### src/rtl/apu_wavegen_tri.sv
// Triangle/sawtooth wave channel (linear counter, length counter, period timer, sequencer).
// Optional macro APU_TRI_ULTRASONIC_MUTE_EN freezes the channel while period < 2.

module apu_length (
    input  logic       clk,
    input  logic       rst,
    input  logic       en,
    input  logic       halt,
    input  logic       halfframe,
    input  logic       load,
    input  logic [4:0] idx,
    output logic       active
);

    logic [7:0] count;
    logic [7:0] load_val;

    always_comb begin
        load_val = 8'd0;
        case (idx)
            5'd0:  load_val = 8'd10;   5'd1:  load_val = 8'd254;
            5'd2:  load_val = 8'd20;   5'd3:  load_val = 8'd2;
            5'd4:  load_val = 8'd40;   5'd5:  load_val = 8'd4;
            5'd6:  load_val = 8'd80;   5'd7:  load_val = 8'd6;
            5'd8:  load_val = 8'd160;  5'd9:  load_val = 8'd8;
            5'd10: load_val = 8'd60;   5'd11: load_val = 8'd10;
            5'd12: load_val = 8'd14;   5'd13: load_val = 8'd12;
            5'd14: load_val = 8'd26;   5'd15: load_val = 8'd14;
            5'd16: load_val = 8'd12;   5'd17: load_val = 8'd16;
            5'd18: load_val = 8'd24;   5'd19: load_val = 8'd18;
            5'd20: load_val = 8'd48;   5'd21: load_val = 8'd20;
            5'd22: load_val = 8'd96;   5'd23: load_val = 8'd22;
            5'd24: load_val = 8'd192;  5'd25: load_val = 8'd24;
            5'd26: load_val = 8'd72;   5'd27: load_val = 8'd26;
            5'd28: load_val = 8'd16;   5'd29: load_val = 8'd28;
            5'd30: load_val = 8'd32;   5'd31: load_val = 8'd30;
            default: load_val = 8'd0;
        endcase
    end

    // Disable beats a pending load so a write to a muted channel stays silent.
    always_ff @(posedge clk or posedge rst) begin
        if (rst)
            count <= 8'd0;
        else if (!en)
            count <= 8'd0;
        else if (load)
            count <= load_val;
        else if (halfframe && !halt && count != 8'd0)
            count <= count - 8'd1;
    end

    assign active = (count != 8'd0);

endmodule

module apu_wavegen_tri #(
    parameter int TIMER_W = 11,
    parameter int LIN_W   = 7,
    parameter int SEQ_W   = 4
) (
    input  logic               clk,
    input  logic               rst,
    input  logic               qtrframe,
    input  logic               halfframe,
    input  logic               en,
    input  logic               ctrl_flag,
    input  logic [LIN_W-1:0]   linear_reload,
    input  logic [TIMER_W-1:0] period,
    input  logic [4:0]         len_idx,
    input  logic               mode,
    input  logic               update,
    output logic               active,
    output logic               step,
    output logic [SEQ_W-1:0]   sample
);

    typedef enum logic {DIR_DOWN, DIR_UP} dir_t;

    localparam logic [SEQ_W-1:0] SAMPLE_MAX = '1;

    dir_t               dir;
    logic [LIN_W-1:0]   linear;
    logic               reload_flag;
    logic [TIMER_W-1:0] timer;
    logic               ultra;
    logic               run;
    logic               tick;

    apu_length u_length (
        .clk       (clk),
        .rst       (rst),
        .en        (en),
        .halt      (ctrl_flag),
        .halfframe (halfframe),
        .load      (update),
        .idx       (len_idx),
        .active    (active)
    );

`ifdef APU_TRI_ULTRASONIC_MUTE_EN
    assign ultra = (period < TIMER_W'(2));
`else
    assign ultra = 1'b0;
`endif

    assign run = active && (linear != '0) && !ultra;

    always_comb begin
        tick = 1'b0;
        if (!update && run && timer == '0)
            tick = 1'b1;
    end

    // A write arriving with a quarter-frame both reloads and keeps the flag armed.
    always_ff @(posedge clk or posedge rst) begin
        if (rst) begin
            linear      <= '0;
            reload_flag <= 1'b0;
        end else begin
            if (qtrframe) begin
                if (reload_flag || update)
                    linear <= linear_reload;
                else if (linear != '0)
                    linear <= linear - LIN_W'(1);
            end
            if (update)
                reload_flag <= 1'b1;
            else if (qtrframe && !ctrl_flag)
                reload_flag <= 1'b0;
        end
    end

    always_ff @(posedge clk or posedge rst) begin
        if (rst)
            timer <= '0;
        else if (update)
            timer <= period;
        else if (run) begin
            if (timer == '0)
                timer <= period;
            else
                timer <= timer - TIMER_W'(1);
        end
    end

    // Triangle endpoints repeat once on direction change; saw simply wraps.
    always_ff @(posedge clk or posedge rst) begin
        if (rst) begin
            sample <= SAMPLE_MAX;
            dir    <= DIR_DOWN;
            step   <= 1'b0;
        end else begin
            step <= tick;
            if (tick) begin
                if (mode)
                    sample <= sample + SEQ_W'(1);
                else if (dir == DIR_DOWN) begin
                    if (sample != '0)
                        sample <= sample - SEQ_W'(1);
                    else
                        dir <= DIR_UP;
                end else begin
                    if (sample != SAMPLE_MAX)
                        sample <= sample + SEQ_W'(1);
                    else
                        dir <= DIR_DOWN;
                end
            end
        end
    end

endmodule

### config.mk
export PLATFORM = sky130hd
export DESIGN_NAME = apu_wavegen_tri
export DESIGN_NICKNAME = d
export VERILOG_FILES = /design/src/rtl/apu_wavegen_tri.sv
export SDC_FILE = /design/constraint.sdc
export NUM_CORES = 1
export LEC_CHECK = 0
export ABC_AREA = 1
export BUFFER_PORTS_ARGS = -buffer_cell sky130_fd_sc_hd__buf_2
export CORE_ASPECT_RATIO = 0.6
export CORE_MARGIN = 4
export CORE_UTILIZATION = 45
export DETAILED_ROUTE_END_ITERATION = 10
export PLACE_DENSITY_LB_ADDON = 0.2
export SYNTH_ARGS = -nofsm -noshare
export SYNTH_HDL_FRONTEND = slang
export SYNTH_SLANG_ARGS = --single-unit
### constraint.sdc
create_clock -name clk -period 1.42 [get_ports clk]
set_input_delay 0.426 -clock clk [delete_from_list [all_inputs] [get_ports clk]]
set_output_delay 0.426 -clock clk [all_outputs]
set_load 0.03 [all_outputs]
# Word-level counts from Yosys, hierarchy flattened
# Memories as Yosys holds them, arrays and structs flattened.
# Cells that the tools add are included.
[classes]
add_sub_neg = 5
n_eq_ne = 3
n_mux = 18
bitwise_logic = 1
n_reduce_logical = 20
[ops]
columns = ["cell", "count"]
rows = [
  ["11-bit two-way mux", 3],
  ["8-bit two-way mux", 3],
  ["4-bit two-way mux", 4],
  ["7-bit two-way mux", 2],
  ["11-bit zero test", 1],
  ["11-bit by 1-bit subtractor with 11-bit output (second input constant)", 1],
  ["8-bit nonzero test", 1],
  ["8-bit by 1-bit subtractor with 8-bit output (second input constant)", 1],
  ["7-bit nonzero test", 1],
  ["7-bit by 1-bit subtractor with 7-bit output (second input constant)", 1],
  ["1-bit logical AND", 6],
  ["1-bit two-way mux", 6],
  ["2-bit nonzero test", 3],
  ["4-bit by 1-bit adder with 4-bit output (second input constant)", 1],
  ["4-bit inequality test (second input constant)", 1],
  ["2-bit AND reduction", 2],
  ["4-bit nonzero test", 1],
  ["4-bit by 1-bit subtractor with 4-bit output (second input constant)", 1],
  ["3-bit by 1-bit inequality test with 1-bit output (second input constant)", 1],
  ["3-bit by 2-bit inequality test with 1-bit output (second input constant)", 1],
  ["3-bit AND reduction", 1],
  ["3-bit nonzero test", 1],
  ["1-bit zero test", 2],
  ["1-bit logical OR", 1],
  ["1-bit inverter", 1],
]
[totals]
ff_bits = 33
mem_bits_ro = 224
input_bits = 31
elab_cells = 55
mem_count = 1
[memory_table]
columns = ["name", "depth", "word_bits", "rd", "rd_clocked_by_memory_dff", "write_ports", "line_no", "source"]
rows = [
  ["(no name shown)", 32, 7, 1, 0, 0, "20", "case (idx)"],
]

# Depth between registers and ports, before layout
# Gate-level depths: netlist (run 1).
[logic_depth]
word_depth = 6
ltp_mapped = 11
ltp_nobuf = 10

# Hierarchy
# A second synthesis (run 1) with hierarchy kept.
[hier_totals]
hier_cells = 435
area_unflattened_um2 = 2900.3
[by_module_without_submodules]
columns = ["mod", "instances", "cells_per_inst", "area_per_inst_um2", "seq_area_each_um2"]
rows = [
  ["apu_wavegen_tri", 1, 275, 1940.6, 630.6],
  ["apu_length", 1, 160, 959.7, 200.2],
]

# Worst setup path after synthesis (run 1)
# OpenSTA, ideal clock, no wires.
[synth_path]
path_type = "reg2reg"
from = "reg sample[0]"
to = "reg sample[1]"
setup_ns = 0.076
arrival_time_ns = 1.443
required_ns = 1.344
path_slack_ns = -0.099
stages_incl_launch_ff = 9
path_cell_list = "dfstp_2 inv_1 ha_1 nand4_1 o21ai_0 nand2_1 nand3_1 nand2_1 nand2_1"
[synth_via]
elab_chain_len = 4
word_cells_on_any_way = 11
classes_between = "add/sub: 2; eq/ne: 2; mux: 4; reduce/logical: 3"
[synth_lines]
columns = ["element", "line_no", "source"]
rows = [
  ["start: declaration", "75", "output logic [SEQ_W-1:0] sample"],
  ["start signal: assignment", "157", "sample <= sample + SEQ_W'(1);"],
  ["start signal: assignment", "160", "sample <= sample - SEQ_W'(1);"],
  ["start signal: assignment", "165", "sample <= sample + SEQ_W'(1);"],
  ["4-bit by 1-bit subtractor with 4-bit output or 4-bit by 1-bit adder with 4-bit output (tied branches)", "160, 157, 165", ""],
  ["4-bit two-way mux (on tied branches)", "159, 164", ""],
  ["4-bit two-way mux", "158", "else if (dir == DIR_DOWN) begin"],
  ["4-bit two-way mux", "156", "if (mode)"],
]
# Parallel ways exist; a longest one is shown, timed or not. The select of a mux whose other input is x is not followed.
# A chain may end at the register's enable or synchronous reset.

# Worst setup path in the final report (run 1)
[layout_path]
from = "reg u_length.count[1]"
to = "out active"
[layout_via]
elab_chain_len = 1
[layout_lines]
columns = ["element", "line_no", "source"]
rows = [
  ["start: declaration", "15", "logic [7:0] count;"],
  ["start signal: assignment", "48", "count <= load_val;"],
  ["start signal: assignment", "50", "count <= count - 8'd1;"],
  ["8-bit nonzero test", "53", "assign active = (count != 8'd0);"],
  ["end: declaration", "73", "output logic active,"],
]
# Every way passes these cells.

==> flow_summary.json, run 1 <==
{
  "cp-start-kind": "flop",
  "syn_area_per_cell_um2": 6.51,
  "regArea_um2": 832,
  "die_area_um2": 7610,
  "io_pins": 37,
  "max_freq_mhz": 619,
  "synth.top_cell.area_share": 0.258,
  "worst_slack_ns": -0.197,
  "num_rows": 21,
  "violations": "negative setup slack",
  "final_max_slew_viol_count": 0,
  "fin_crit_sh": 1.14,
  "drive_gt1_frac": 0.375,
  "ctsLongestPathBuffers": 2,
  "synth-edff-count": 0,
  "ys_ff_latch": 33,
  "wl_per_cell_um": 13.5,
  "ctsRootBufferMaster": "clkbuf_8",
  "cts.sinks": 33,
  "synth_top_family_by_area": "simple AND/OR/NAND/NOR gates",
  "tightest_slew_ns": 0.414,
  "synth_cells": 431,
  "crit_path_max_fanout": 2,
  "cts_buffers": 5,
  "worstSetupEndpointType": "output pin",
  "firstDrtPassIters": 5,
  "grtUsageTotal": 0.224,
  "grt_max_degree": 34,
  "synth_commonest_cells": "149 x nand2_1, 69 x nand3_1, 50 x inv_1",
  "synthArstFlopShare": 1.00,
  "clk_pin_slew_ns": 0.07,
  "multi_input_area_um2": 2030,
  "cp_slowest_stage_delay_ns": 0.39,
  "synthXorXnorAreaFrac": 0.0156,
  "seq_area_frac_synth": 0.296,
  "fin_nets": 585,
  "dieWidth_um": 110,
  "vdd_drop_max_v": 0.000729,
  "finalWeightedCongestion": 0.841,
  "yosysWarningCount": 0,
  "fillers": 463,
  "required_ns": 0.99,
  "syn_nets": 476,
  "grt_overflow": 0,
  "dr.first_iter.drc_count": 252,
  "setup_violations": 21,
  "clk_latency_ns": 0.28,
  "slew_headroom": 0.723,
  "syn_area_um2": 2810,
  "initial_core_util": 0.484,
  "core_area_um2": 5810,
  "finalHoldViolations": 0,
  "min_path_type": "in -> async",
  "route.detailed.drc": 0,
  "startpoint": "u_length.count[1]",
  "viasPerCell": 5.18,
  "powerDensity_nw_per_um2": 904,
  "synthFlopType": "dfrtp_1",
  "dp.final_hpwl_mm": 5.58,
  "yosysTopAreaCell": "dfrtp_1",
  "leakagePower_nw": 2.19,
  "cts_tree": "done",
  "io_buffers": 36,
  "die_y_um": 69.2,
  "grt_pass1_vias": 3011,
  "power_w": 0.00369,
  "synthTopCellsByArea": "dfrtp_1 26%, nand2_1 20%, nand3_1 12%, inv_1 6.7%, ha_1 6.2%",
  "h-tree-depth": 2,
  "worstPathArrival_ns": 1.19,
  "r2r-start": "u_length.count[1]",
  "grt_pass1_wl_mm": 14.0,
  "cp_cell_sequence": "inv_2 > ha_4 > inv_2 > nor2_4 > nand2_4 > buf_6",
  "antenna_found_initial": 0,
  "period_needed_ns": 1.62,
  "final_cells": 621,
  "vias": 3219,
  "yosysUniqueCellTypes": 33,
  "wl_mm": 8.37,
  "antenna_left": 0,
  "status": "complete, but fails checks",
  "place_inst": 593,
  "synth.area.mux_share": 0,
  "yosysMostFrequentCell": "nand2_1",
  "dpl_worst_slack_ns": -0.172,
  "maxCapViolCount": 0,
  "synth-compound-area-share": 0.0682,
  "clock_skew_ns": 0.0117,
  "n_antenna_cell": 0,
  "cpMostUsedCell": "inv_2",
  "synthSimpleGateAreaFrac": 0.463,
  "synthAdderAreaFrac": 0.0624,
  "syn2layout_area_growth_pct": 45.6,
  "crit_type": "reg -> out",
  "fin_util": 0.704,
  "hold_buffers": 0,
  "rsz0062_at_grt": "yes",
  "cp_slowest_cell": "dfrtp_1"
}
## critical path, delay by kind of cell, from the launching register on
| family | cells | cell delay [ns] |
|---|---|---|
| and+or+nand+nor | 2 | 0.15 |
| buffers and inverters | 3 | 0.25 |
| DFF | 1 | 0.39 |
| adders and majority gates | 1 | 0.13 |
## worst paths after layout
kind | depth (start not counted) | slack (ns) | endpoint
worst max-delay path | 6 | -0.20 | active
worst min-delay path | 3 | 0.18 | step
worst max register to register | 12 | -0.12 | timer[5]
worst min register to register | 2 | 0.50 | timer[10]
max in group asynchronous | 3 | 0.98 | sample[2]
min in group clk | 3 | 0.41 | linear[6]
## per-stage QoR
stage / TNS (ns) / hold WS [ns] / area (um2)
after floorplan: -0.0379 / 0.441 / 2840
after global placement: -1.26 / 0.461 / 3490
after detailed placement: -1.66 / 0.460 / 3490
after CTS: -0.900 / 0.185 / 3910
after global routing: -3.26 / 0.197 / 4090
final: -1.32 / 0.179 / 4090
## metal layers
| layer | up-vias | wire [um] | track usage |
|---|---|---|---|
| met1 | 1449 | 3880 | 0.340 |
| met4 | 0 | 140 | 0.0346 |
| met5 | - | 0 | 0 |
| li1 | 1601 | - | - |
| met2 | 148 | 3630 | 0.327 |
| met3 | 21 | 720 | 0.0502 |
## power by group
part           internal [W]  leakage, nW  switching, W
registers           0.00108        0.398      0.000123
logic              0.000776         1.75      0.000973
clock network      0.000396       0.0455      0.000352
total               0.00225         2.19       0.00145
## state kept, by name (all words and copies together), names as in the netlist
name	flops
linear	7
reload_flag	1
timer	11
sample	4
step	1
dir	1
u_length.count	8
## cell families (layout without fill, tap and decap cells)
group           after synthesis  after routing
compound gates               35             35
xor+xnor                      5              5
fa+ha+maj                    14             14
buf+inv                      65            171
flops                        33             33
simple gates                279            283
## cell usage in the layout, fill, tap and decap left out, types with 10 or more instances in the layout
cell type	instances
nand2_1	139
buf_4	63
nand3_1	61
inv_1	36
buf_2	31
dfrtp_1	28
nor2_1	20
inv_2	15
o21ai_0	12
buf_6	11
nand4_1	10
nand2_2	10
## timing repair
| item | CTS | global route |
|---|---|---|
| gates cloned | 4 | 0 |
| setup endpoints to repair | 22 | 34 |
| pin swaps | 10 | 19 |
| buffers inserted | 11 | 6 |
| gates resized for setup | 52 | 40 |
## final cells by class
class	instances	share of cell area
inverters	55	0.0551
flip-flops and latches	33	0.204
well taps	80	0.0245
multi-input cells	337	0.496
clock buffers	8	0.0220
repair buffers	108	0.199
Power figures use the tool's default switching activity.
==> run 2: changes to the inputs <==
CORE_UTILIZATION = 53   (was 45)
==> flow_summary.json, run 2 (synthesized netlist as in run 1, its figures left out) <==
{
  "initial_core_util": 0.553,
  "maxCapViolCount": 0,
  "grt_max_degree": 34,
  "grt_pass1_wl_mm": 14.7,
  "fin_crit_sh": 1.16,
  "die_y_um": 64.4,
  "powerDensity_nw_per_um2": 929,
  "setup_violations": 27,
  "finalHoldViolations": 0,
  "core_area_um2": 5080,
  "violations": "negative setup slack",
  "top_regs": "timer: 11 flops, u_length.count: 8 flops, linear: 7 flops",
  "ctsRootBufferMaster": "clkbuf_8",
  "ctsLongestPathBuffers": 2,
  "worst_slack_ns": -0.226,
  "drive_gt1_frac": 0.366,
  "cp_slowest_stage_delay_ns": 0.40,
  "grtUsageTotal": 0.284,
  "fin_nets": 582,
  "cts_buffers": 5,
  "mostFrequentLayoutCell": "nand2_1",
  "required_ns": 0.99,
  "route.detailed.drc": 0,
  "clk_latency_ns": 0.30,
  "r2r-end": "timer[5]",
  "cp_cell_sequence": "inv_1 > nand2_1 > nor2_4 > nand2_4 > buf_6",
  "tightest_slew_ns": 0.359,
  "antenna_found_initial": 0,
  "r2r-start": "u_length.count[6]",
  "cts.sinks": 33,
  "period_needed_ns": 1.65,
  "firstDrtPassIters": 7,
  "cp-start-kind": "flop",
  "wl_per_cell_um": 15.4,
  "startpoint": "u_length.count[6]",
  "reg2reg_slack_ns": -0.15,
  "clk_pin_slew_ns": 0.08,
  "die_area_um2": 6560,
  "vias": 3351,
  "worstPathArrival_ns": 1.22,
  "dr.first_iter.drc_count": 200,
  "viasPerCell": 5.55,
  "num_rows": 20,
  "status": "complete, but fails checks",
  "max_freq_mhz": 608,
  "rsz0062_at_grt": "yes",
  "cp_num_buf_inv": 2,
  "clock_skew_ns": 0.0111,
  "grt_overflow": 0,
  "grt_pass1_vias": 3204,
  "fillers": 340,
  "io_buffers": 36,
  "leakagePower_nw": 2.18,
  "path_delay_family": "flip-flops",
  "finalWeightedCongestion": 0.863,
  "final_max_slew_viol_count": 0,
  "cts_tree": "done",
  "regMostFlops": "timer",
  "h-tree-depth": 2,
  "cp-endpoint": "active",
  "min_path_type": "in -> async",
  "io_pins": 37,
  "power_w": 0.00379,
  "crit_cells": 5,
  "worstSetupEndpointType": "output pin",
  "crit_type": "reg -> out",
  "most-common-layout-cells": "137 x nand2_1, 66 x nand3_1, 58 x buf_4",
  "dp.final_hpwl_mm": 5.49,
  "n_antenna_cell": 0,
  "crit_path_max_fanout": 2,
  "slew_headroom": 0.760,
  "reg2reg_depth": 11,
  "antenna_left": 0,
  "dieWidth_um": 102,
  "syn2layout_area_growth_pct": 45.5,
  "fin_util": 0.804,
  "vdd_drop_max_v": 0.000601,
  "wl_mm": 9.28,
  "largest_reg_flops": 11,
  "cp_slowest_cell": "dfrtp_1"
}
==> run 2: worst min-delay path by stage <==
| stage | end | slack (ns) | start | cells past startpoint |
|---|---|---|---|---|
| 3_3_place_gp | timer[10] | 0.45 | timer[10] | 2 |
| 3_5_place_dp | timer[0] | 0.47 | timer[0] | 2 |
| 4_1_cts | step | 0.17 | rst | 3 |
| 5_1_grt | step | 0.17 | rst | 3 |
| 6_report | step | 0.16 | rst | 3 |
| 2_1_floorplan | timer[10] | 0.44 | timer[10] | 2 |
==> run 2: timing repair <==
| item | CTS | global route |
|---|---|---|
| buffers inserted | 14 | 6 |
| hold buffers | 0 | 0 |
| gates cloned | 3 | 0 |
| pin swaps | 15 | 8 |
| setup endpoints to repair | 23 | 35 |
| resized for setup | 60 | 27 |
==> run 2: final cells by class <==
cell class              count  area, um2  area share
multi-input cells         336       2030       0.496
repair buffers            106        835       0.204
flip-flops and latches     33        831       0.203
inverters                  55        228      0.0557
well taps                  66       82.6      0.0202
clock buffers               6       72.6      0.0178
clock inverters             2       10.0     0.00245
==> run 2: per-stage QoR <==
step | setup slack [ns] | hold slack (ns) | cell area (um2) | TNS (ns) | cells
after floorplan | -0.0126 | 0.441 | 2840 | -0.0379 | 431
after global placement | -0.0582 | 0.454 | 3450 | -0.537 | 574
after detailed placement | -0.102 | 0.466 | 3450 | -1.44 | 574
after CTS | -0.224 | 0.175 | 3930 | -0.619 | 598
after global routing | -0.284 | 0.175 | 4090 | -4.76 | 604
final | -0.226 | 0.162 | 4090 | -2.11 | 604
==> run 2: worst reg2reg max path: cells and delay by family, from the launching register on <==
kind / cells / cell delay, ns
buffers and inverters: 4 / 0.47
flip-flops: 1 / 0.40
AND/OR/NAND/NOR: 7 / 0.64
==> run 2: power by group <==
part           total [W]  switching, W  internal [W]
clock           0.000745      0.000404      0.000341
sequential       0.00120      0.000125       0.00107
combinational    0.00185       0.00105      0.000806
==> run 2: layer usage <==
layer,up-vias,track usage,wire [um]
met5,-,0,0
met4,0,0.108,274
met3,39,0.0513,882
met2,205,0.479,4400
met1,1512,0.361,3720
li1,1595,-,-
==> run 3: changes to the inputs <==
clock period = 1.5 ns   (was 1.42 ns; I/O delays follow)
==> flow_summary.json, run 3 (synthesized netlist as in run 1, its figures left out) <==
{
  "status": "complete, but fails checks",
  "violations": "negative setup slack",
  "clock_skew_ns": 0.00628,
  "min_path_type": "in -> async",
  "vdd_drop_max_v": 0.000407,
  "cts_tree": "done",
  "maxCapViolCount": 0,
  "ctsLongestPathBuffers": 2,
  "hold_buffers": 0,
  "mostFrequentLayoutCell": "nand2_1",
  "n_antenna_cell": 0,
  "num_rows": 20,
  "antenna_left": 0,
  "finalWeightedCongestion": 0.927,
  "grt-busiest-layer": "met1",
  "route.detailed.drc": 0,
  "initial_core_util": 0.553,
  "viasPerCell": 5.51,
  "regMostFlops": "timer",
  "wl_mm": 8.82,
  "drive_gt1_frac": 0.366,
  "core_area_um2": 5080,
  "r2r-end": "dir",
  "grt_overflow": 0,
  "most-common-layout-cells": "135 x nand2_1, 57 x buf_4, 54 x nand3_1",
  "ctsRootBufferMaster": "clkbuf_8",
  "max_freq_mhz": 586,
  "setup_violations": 26,
  "top_regs": "timer: 11 flops, u_length.count: 8 flops, linear: 7 flops",
  "cpMostUsedCell": "inv_2",
  "worst_slack_ns": -0.208,
  "cp_num_buf_inv": 3,
  "clk_latency_ns": 0.30,
  "rsz0062_at_grt": "yes",
  "worstSetupEndpointType": "output pin",
  "grt_use_met1": 0.362,
  "reg2reg_slack_ns": -0.11,
  "largest_reg_flops": 11,
  "antenna_found_initial": 0,
  "io_buffers": 36,
  "crit_path_max_fanout": 2,
  "vias": 3282,
  "cp-start-kind": "flop",
  "cp_cell_sequence": "inv_2 > ha_4 > inv_2 > nor2_4 > nand2_4 > buf_6",
  "finalHoldViolations": 0,
  "worstPathArrival_ns": 1.26,
  "power_w": 0.00341,
  "crit_type": "reg -> out",
  "cts_buffers": 5,
  "final_max_slew_viol_count": 0,
  "io_pins": 37,
  "grt_max_degree": 34,
  "die_area_um2": 6560,
  "dp.final_hpwl_mm": 5.45,
  "period_needed_ns": 1.71,
  "grt_pass1_wl_mm": 12.3,
  "cp_slowest_stage_delay_ns": 0.41,
  "wl_per_cell_um": 14.8,
  "grt_pass1_vias": 2676,
  "powerDensity_nw_per_um2": 856,
  "fin_nets": 574,
  "use_met2": 0.338,
  "cts.sinks": 33,
  "crit_cells": 6,
  "startpoint": "u_length.count[1]",
  "fin_crit_sh": 1.14,
  "reg2reg_depth": 12,
  "leakagePower_nw": 2.13,
  "required_ns": 1.05,
  "firstDrtPassIters": 5,
  "slew_headroom": 0.664,
  "met3_usage": 0.0414,
  "dr.first_iter.drc_count": 223,
  "grtUsageTotal": 0.235,
  "clk_pin_slew_ns": 0.07,
  "die_y_um": 64.4,
  "fin_setup_tns_ns": -1.81,
  "h-tree-depth": 2,
  "dieWidth_um": 102,
  "syn2layout_area_growth_pct": 41.8,
  "cp_slowest_cell": "dfrtp_1",
  "r2r-start": "u_length.count[1]",
  "tightest_slew_ns": 0.502,
  "path_delay_family": "flip-flops"
}
run 3: how the worst max path moves through the flow:
stage                        endpoint  slack, ns
floorplan                    timer[7]      0.008
global placement    u_length.count[3]      -0.04
detailed placement  u_length.count[2]      -0.08
CTS                            active      -0.16
global route                   active      -0.25
finish                         active      -0.21
run 3: where the power goes:
group          leakage, nW  switching (W)  internal (W)  total [W]
Sequential           0.399       0.000137       0.00102    0.00115
Combinational         1.69       0.000910      0.000657    0.00157
Clock               0.0450       0.000363      0.000322   0.000685
Total                 2.13        0.00141       0.00199    0.00341
run 3: worst register-to-register path, stage by stage, from the launching register on:
cell and delay, ns:
dfrtp_1 0.40, inv_2 0.07, ha_4 0.15, inv_2 0.06, nor2_4 0.04, nand2_4 0.06
buf_4 0.11, buf_8 0.12, nand2_8 0.12, nor2_4 0.16, nand3_1 0.09, nand2_1 0.08
nand2_1 0.05
run 3: timing repair:
action / in CTS / in global routing
pin swaps: 5 / 18
endpoints found under the setup margin: 14 / 32
gates cloned: 0 / 3
setup buffers: 8 / 16
gates resized for setup: 27 / 70
run 3: metrics by stage:
step | hold WS [ns] | setup WS [ns] | area, um2 | utilization | std cells
after global routing | 0.204 | -0.248 | 3980 | 0.783 | 596
after global placement | 0.456 | -0.0396 | 3320 | 0.653 | 561
after CTS | 0.195 | -0.160 | 3550 | 0.699 | 577
after detailed placement | 0.465 | -0.0849 | 3320 | 0.653 | 561
after floorplan | 0.441 | 0.00810 | 2810 | - | 431
final | 0.180 | -0.208 | 3980 | 0.783 | 596
run 3: per-layer routing:
layer / vias up / routed length [um] / share of wire
met5: - / 0 / 0
met4: 0 / 135 / 0.015
met3: 15 / 866 / 0.098
met2: 200 / 3930 / 0.45
met1: 1487 / 3880 / 0.44
li1: 1580 / - / -
run 3: final cells by class:
type                       count  area [um2]
multi-input combinational    336        2030
tap                           66        82.6
clock buffer                   6        72.6
clock inverter                 2        10.0
timing repair buffer          98         729
fill                         324        1100
sequential                    33         831
inverter                      55         220
